## config.mk

```make
export PLATFORM = sky130hd
export DESIGN_NAME = poci_burst_serializer
export DESIGN_NICKNAME = d
export VERILOG_FILES = /design/src/rtl/poci_burst_serializer.sv
export SDC_FILE = /design/constraint.sdc
export NUM_CORES = 1
export LEC_CHECK = 0
export ABC_AREA = 1
export BUFFER_PORTS_ARGS = -buffer_cell sky130_fd_sc_hd__clkbuf_2
export CELL_PAD_IN_SITES_DETAIL_PLACEMENT = 0
export CELL_PAD_IN_SITES_GLOBAL_PLACEMENT = 1
export CORE_AREA = 2 2 195 197
export DETAILED_ROUTE_END_ITERATION = 16
export DIE_AREA = 0 0 197 199
export GPL_TIMING_DRIVEN = 0
export PLACE_DENSITY_LB_ADDON = 0.1
export SYNTH_ARGS = -nofsm -noshare
export SYNTH_HDL_FRONTEND = slang
export SYNTH_SLANG_ARGS = --single-unit
```

## constraint.sdc

```tcl
create_clock -name sclk -period 4.5 [get_ports sclk]
set_input_delay 0.225 -clock sclk [delete_from_list [all_inputs] [get_ports sclk]]
set_output_delay 0.225 -clock sclk [all_outputs]
set_load 0.005 [all_outputs]
```

## src/rtl/poci_burst_serializer.sv

```systemverilog
// POCI readout engine: snapshots a register word by address and shifts it out on sclk,
// with multi-word bursts, address auto-increment/wrap and selectable bit order.
module poci_burst_serializer #(
  parameter int WIDTH    = 8,
  parameter int NUM_REGS = 59,
  parameter int ADDR_W   = 8,
  parameter int LEN_W    = 8,
  parameter bit AUTO_INC = 1'b1
) (
  input  logic                      sclk,
  input  logic                      rstn,
  input  logic                      start,
  input  logic [ADDR_W-1:0]         start_addr,
  input  logic [LEN_W-1:0]          burst_len,
  input  logic                      msb_first,
  input  logic [NUM_REGS*WIDTH-1:0] reg_bank,
  output logic                      serial_out,
  output logic                      busy,
  output logic                      word_done,
  output logic [ADDR_W-1:0]         cur_addr
);

  // state | meaning
  // IDLE  | no burst; outputs held at 0, waiting for start with burst_len != 0
  // SHIFT | presenting bits of the snapshot word, one per sclk

  localparam int CNT_W = (WIDTH > 1) ? $clog2(WIDTH) : 1;
  localparam logic [CNT_W-1:0] LAST_BIT = CNT_W'(WIDTH - 1);

  typedef enum logic {IDLE, SHIFT} state_t;

  state_t            state, state_n;
  logic [WIDTH-1:0]  shreg, shreg_n;
  logic [CNT_W-1:0]  bit_cnt, bit_cnt_n, bit_cnt_inc;
  logic [LEN_W-1:0]  words_left, words_left_n;
  logic              order, order_n;
  logic              serial_n, busy_n, word_done_n;
  logic [ADDR_W-1:0] cur_addr_n, next_addr, load_addr;
  logic [WIDTH-1:0]  sel_data;

  assign bit_cnt_inc = bit_cnt + 1'b1;

  always_comb begin
    next_addr = cur_addr;
    if (AUTO_INC) begin
      if (cur_addr == '0 || cur_addr >= ADDR_W'(NUM_REGS))
        next_addr = ADDR_W'(1);
      else
        next_addr = cur_addr + 1'b1;
    end
  end

  assign load_addr = (state == IDLE) ? start_addr : next_addr;

  // Out-of-range and reserved addresses read as zero.
  always_comb begin
    sel_data = '0;
    for (int i = 1; i <= NUM_REGS; i++)
      if (load_addr == ADDR_W'(i))
        sel_data = reg_bank[(i-1)*WIDTH +: WIDTH];
  end

  always_comb begin
    state_n      = state;
    shreg_n      = shreg;
    bit_cnt_n    = bit_cnt;
    words_left_n = words_left;
    order_n      = order;
    serial_n     = serial_out;
    busy_n       = busy;
    word_done_n  = word_done;
    cur_addr_n   = cur_addr;
    unique case (state)
      IDLE: begin
        if (start && burst_len != '0) begin
          state_n      = SHIFT;
          cur_addr_n   = start_addr;
          words_left_n = burst_len;
          order_n      = msb_first;
          serial_n     = msb_first ? sel_data[WIDTH-1] : sel_data[0];
          shreg_n      = msb_first ? (sel_data << 1) : (sel_data >> 1);
          bit_cnt_n    = '0;
          word_done_n  = (WIDTH == 1);
          busy_n       = 1'b1;
        end
      end
      SHIFT: begin
        if (bit_cnt == LAST_BIT) begin
          if (words_left > LEN_W'(1)) begin
            words_left_n = words_left - 1'b1;
            cur_addr_n   = next_addr;
            serial_n     = order ? sel_data[WIDTH-1] : sel_data[0];
            shreg_n      = order ? (sel_data << 1) : (sel_data >> 1);
            bit_cnt_n    = '0;
            word_done_n  = (WIDTH == 1);
          end else begin
            state_n      = IDLE;
            words_left_n = '0;
            shreg_n      = '0;
            bit_cnt_n    = '0;
            serial_n     = 1'b0;
            busy_n       = 1'b0;
            word_done_n  = 1'b0;
            cur_addr_n   = '0;
          end
        end else begin
          bit_cnt_n   = bit_cnt_inc;
          serial_n    = order ? shreg[WIDTH-1] : shreg[0];
          shreg_n     = order ? (shreg << 1) : (shreg >> 1);
          word_done_n = (bit_cnt_inc == LAST_BIT);
        end
      end
      default: state_n = IDLE;
    endcase
  end

  always_ff @(posedge sclk or negedge rstn) begin
    if (!rstn) begin
      state      <= IDLE;
      shreg      <= '0;
      bit_cnt    <= '0;
      words_left <= '0;
      order      <= 1'b0;
      serial_out <= 1'b0;
      busy       <= 1'b0;
      word_done  <= 1'b0;
      cur_addr   <= '0;
    end else begin
      state      <= state_n;
      shreg      <= shreg_n;
      bit_cnt    <= bit_cnt_n;
      words_left <= words_left_n;
      order      <= order_n;
      serial_out <= serial_n;
      busy       <= busy_n;
      word_done  <= word_done_n;
      cur_addr   <= cur_addr_n;
    end
  end

endmodule

```

==> metrics.yaml <==
critical_path:
  start_kind: "flip-flop"
  path_common_cell: "nand2_1"
  criticalPathCategory: "reg -> reg"
  crit_slowest_cell: "dfrtp_2"
  r2r_start: "cur_addr[0]"
  critPathLaunch: "cur_addr[0]"
  arrival_ps: 5760
  cp.required_ps: 4670
  max_stage_delay_ps: 450
  critPathCaptureType: "flip-flop"
  worstPathMaxFanout: 6
global_route:
  grt_pass1_vias: 10400
  grt_max_degree: 33
  antenna_found_initial: 2
  grt_pass1_wl_mm: 61.8
  grt_usage_pct: 20.9
  overflow: 0
place:
  hpwl_mm: 37.7
  placed_area_um2: 9890
  gp_congestion: 0.866
  port_buffers: 502
logic_synthesis:
  synth_cells: 1368
  synthFlopType: "dfrtp_1"
  syn_area_um2: 6790
  seq_area_frac_synth_pct: 11.8
  synth_edf_count: 0
  synth_nets: 1867
  yosys_warnings: 0
  synthTopCellsByArea: "nand2_1 (32%), dfrtp_1 (12%), inv_1 (9.3%)"
  synth_area_per_cell_um2: 4.96
  yosysTopAreaCell: "nand2_1"
  synth_top_area_share_pct: 31.8
  synthDistinctLibCells: 38
  ys_seq_elements: 32
  async_flop_share_pct: 100
pwr:
  power.density_nw_per_um2: 93.3
  p_leak_uw: 0.00578
  vdd_drop_max_v: 0.000119
detailed_routing:
  vias_per_cell: 4.36
  wl_met2_mm: 21.2
  drt.antenna.violating_nets: 0
  routed_wirelength_mm: 43.2
  dr.first_iter.drc_count: 445
  vias: 10400
  drc: 0
  wl_per_cell_um: 18.1
  wl_met1_mm: 18.8
  dr_wl_met3_mm: 2.54
  routed.top_layer: "met4"
  firstDrtPassIters: 5
cells_and_area:
  final_nets: 2411
  syn_to_final_growth_pct: 58.9
  layout.cells.most_common: "nand2_1"
  final_cell_mix: "nand2_1 (537), clkbuf_2 (502), inv_1 (162)"
  design_area_um2: 10800
  multi_input_area_um2: 5690
  layout.area.seq_um2: 805
  utilization_pct: 29.0
  fillers: 4483
  drive_gt1_share_pct: 40.6
outcome:
  violations: "negative setup slack"
  outcome: "finished with violations"
die:
  rows: 71
  initial_core_util_pct: 18.3
  dieWidth_um: 197
  dieArea_um2: 39200
  core_um2: 37100
  die_height_um: 199
  io-pin-count: 503
timing:
  max_slew_margin_pct: 40.0
  clock_skew_ps: 4.23
  setup_ws_ps: -1080
  rsz0062_at_grt: "true"
  max_freq_ghz: 0.179
  period_share_pct: 124
  setup_viol: 9
  holdWs_ps: 58.9
  slew_viol_final: 0
  hold_violations: 0
  period_needed_ps: 5580
  worst_slew_pin_slew_ps: 901
worst_hold_path:
  min_path_type: "in -> async"
cts:
  cts_buffers: 5
  cts.clk_slew.worst_paths_ps: 60
  cts_tree: "done"
  insertion_delay_ps: 280
  cts_sinks: 32
  cts_root_buf: "clkbuf_16"
  h-tree-depth: 2
  cts_max_path_buffers: 2
job:
  drv_cap: 0
## flip-flops by register name (all words and copies together) (netlist names)
| signal | cells |
|---|---|
| shreg | 8 |
| word_done | 1 |
| words_left | 8 |
| order | 1 |
| serial_out | 1 |
| busy | 1 |
| cur_addr | 8 |
| state | 1 |
| bit_cnt | 3 |
## cell type report
type / count / share of cell area [%]
multi-input combinational: 1142 / 52.7
timing repair buffer: 537 / 25.9
sequential: 32 / 7.46
inverter: 177 / 6.19
tap: 474 / 5.50
clock buffer: 7 / 1.32
buffer: 17 / 0.766
clock inverter: 1 / 0.0696
antenna: 3 / 0.0696
## critical path, delay by kind of cell (launching register included)
kind | cells | cell delay, ps
buf+inv | 4 | 430
simple gates | 41 | 3970
flops | 1 | 450
compound gates | 3 | 450
fa+ha+maj | 1 | 190
## timing repair
action                     CTS  global route
setup endpoints to repair    9             9
hold buffers                 0             0
gates resized for setup     55            74
setup buffers               21            14
pin swaps                   26            63
## final timing paths
check	slack, ps	to	depth (start not counted)
max in group asynchronous	3810	cur_addr[1]	1
hold / removal	60	words_left[5]	1
min in group sclk	180	cur_addr[7]	3
hold reg to reg	510	bit_cnt[2]	1
setup / recovery	-1080	shreg[6]	49
setup reg to reg	-1080	shreg[6]	49
## metrics by stage
| stage | instances | power (uW) | setup TNS, ps | setup slack [ps] |
|---|---|---|---|---|
| global placement | 2344 | 656 | -13040 | -1660 |
| finish | 2390 | 1010 | -8250 | -1080 |
| floorplan | 1368 | 387 | 0 | 151 |
| global route | 2389 | 1080 | -14020 | -1650 |
| detailed placement | 2344 | 654 | -13060 | -1660 |
| CTS | 2373 | 1020 | -9570 | -1210 |
## cells by family (layout without fill, tap and decap cells)
family,count (synthesis),count (layout),synth area share (%)
AOI/OAI and AO/OA,157,157,12.3
xor gates and xnor gates,2,2,0.258
adders and majority gates,7,7,1.29
buffers and inverters,194,739,11.0
DFF,32,32,11.8
other,0,3,0
and+or+nand+nor,976,976,63.3
## metal layers
metal | vias to the layer above | GRT usage [%]
li1 | 5427 | -
met5 | - | 0
met2 | 335 | 37.8
met4 | 0 | 3.23
met1 | 4636 | 26.0
met3 | 28 | 3.92
## cell usage after synthesis, types with 3 or more instances
library cell / n
nor2_1: 127
inv_2: 9
inv_1: 168
o21ai_1: 9
nand2_2: 7
or2_1: 5
a31oi_1: 6
nand4_1: 59
o21ai_0: 25
a22oi_1: 9
ha_1: 7
nand3_2: 3
buf_2: 3
a21oi_1: 101
nand2_1: 574
nor2_2: 8
or2_2: 93
dfrtp_1: 32
nor2_4: 4
nand3_1: 87
clkbuf_1: 11
## where the power goes
part	switching [uW]	total (uW)	internal (uW)
clock	132	353	220
sequential	8.92	306	297
combinational	155	348	193
No activity file was read; power rests on OpenSTA's default activity.
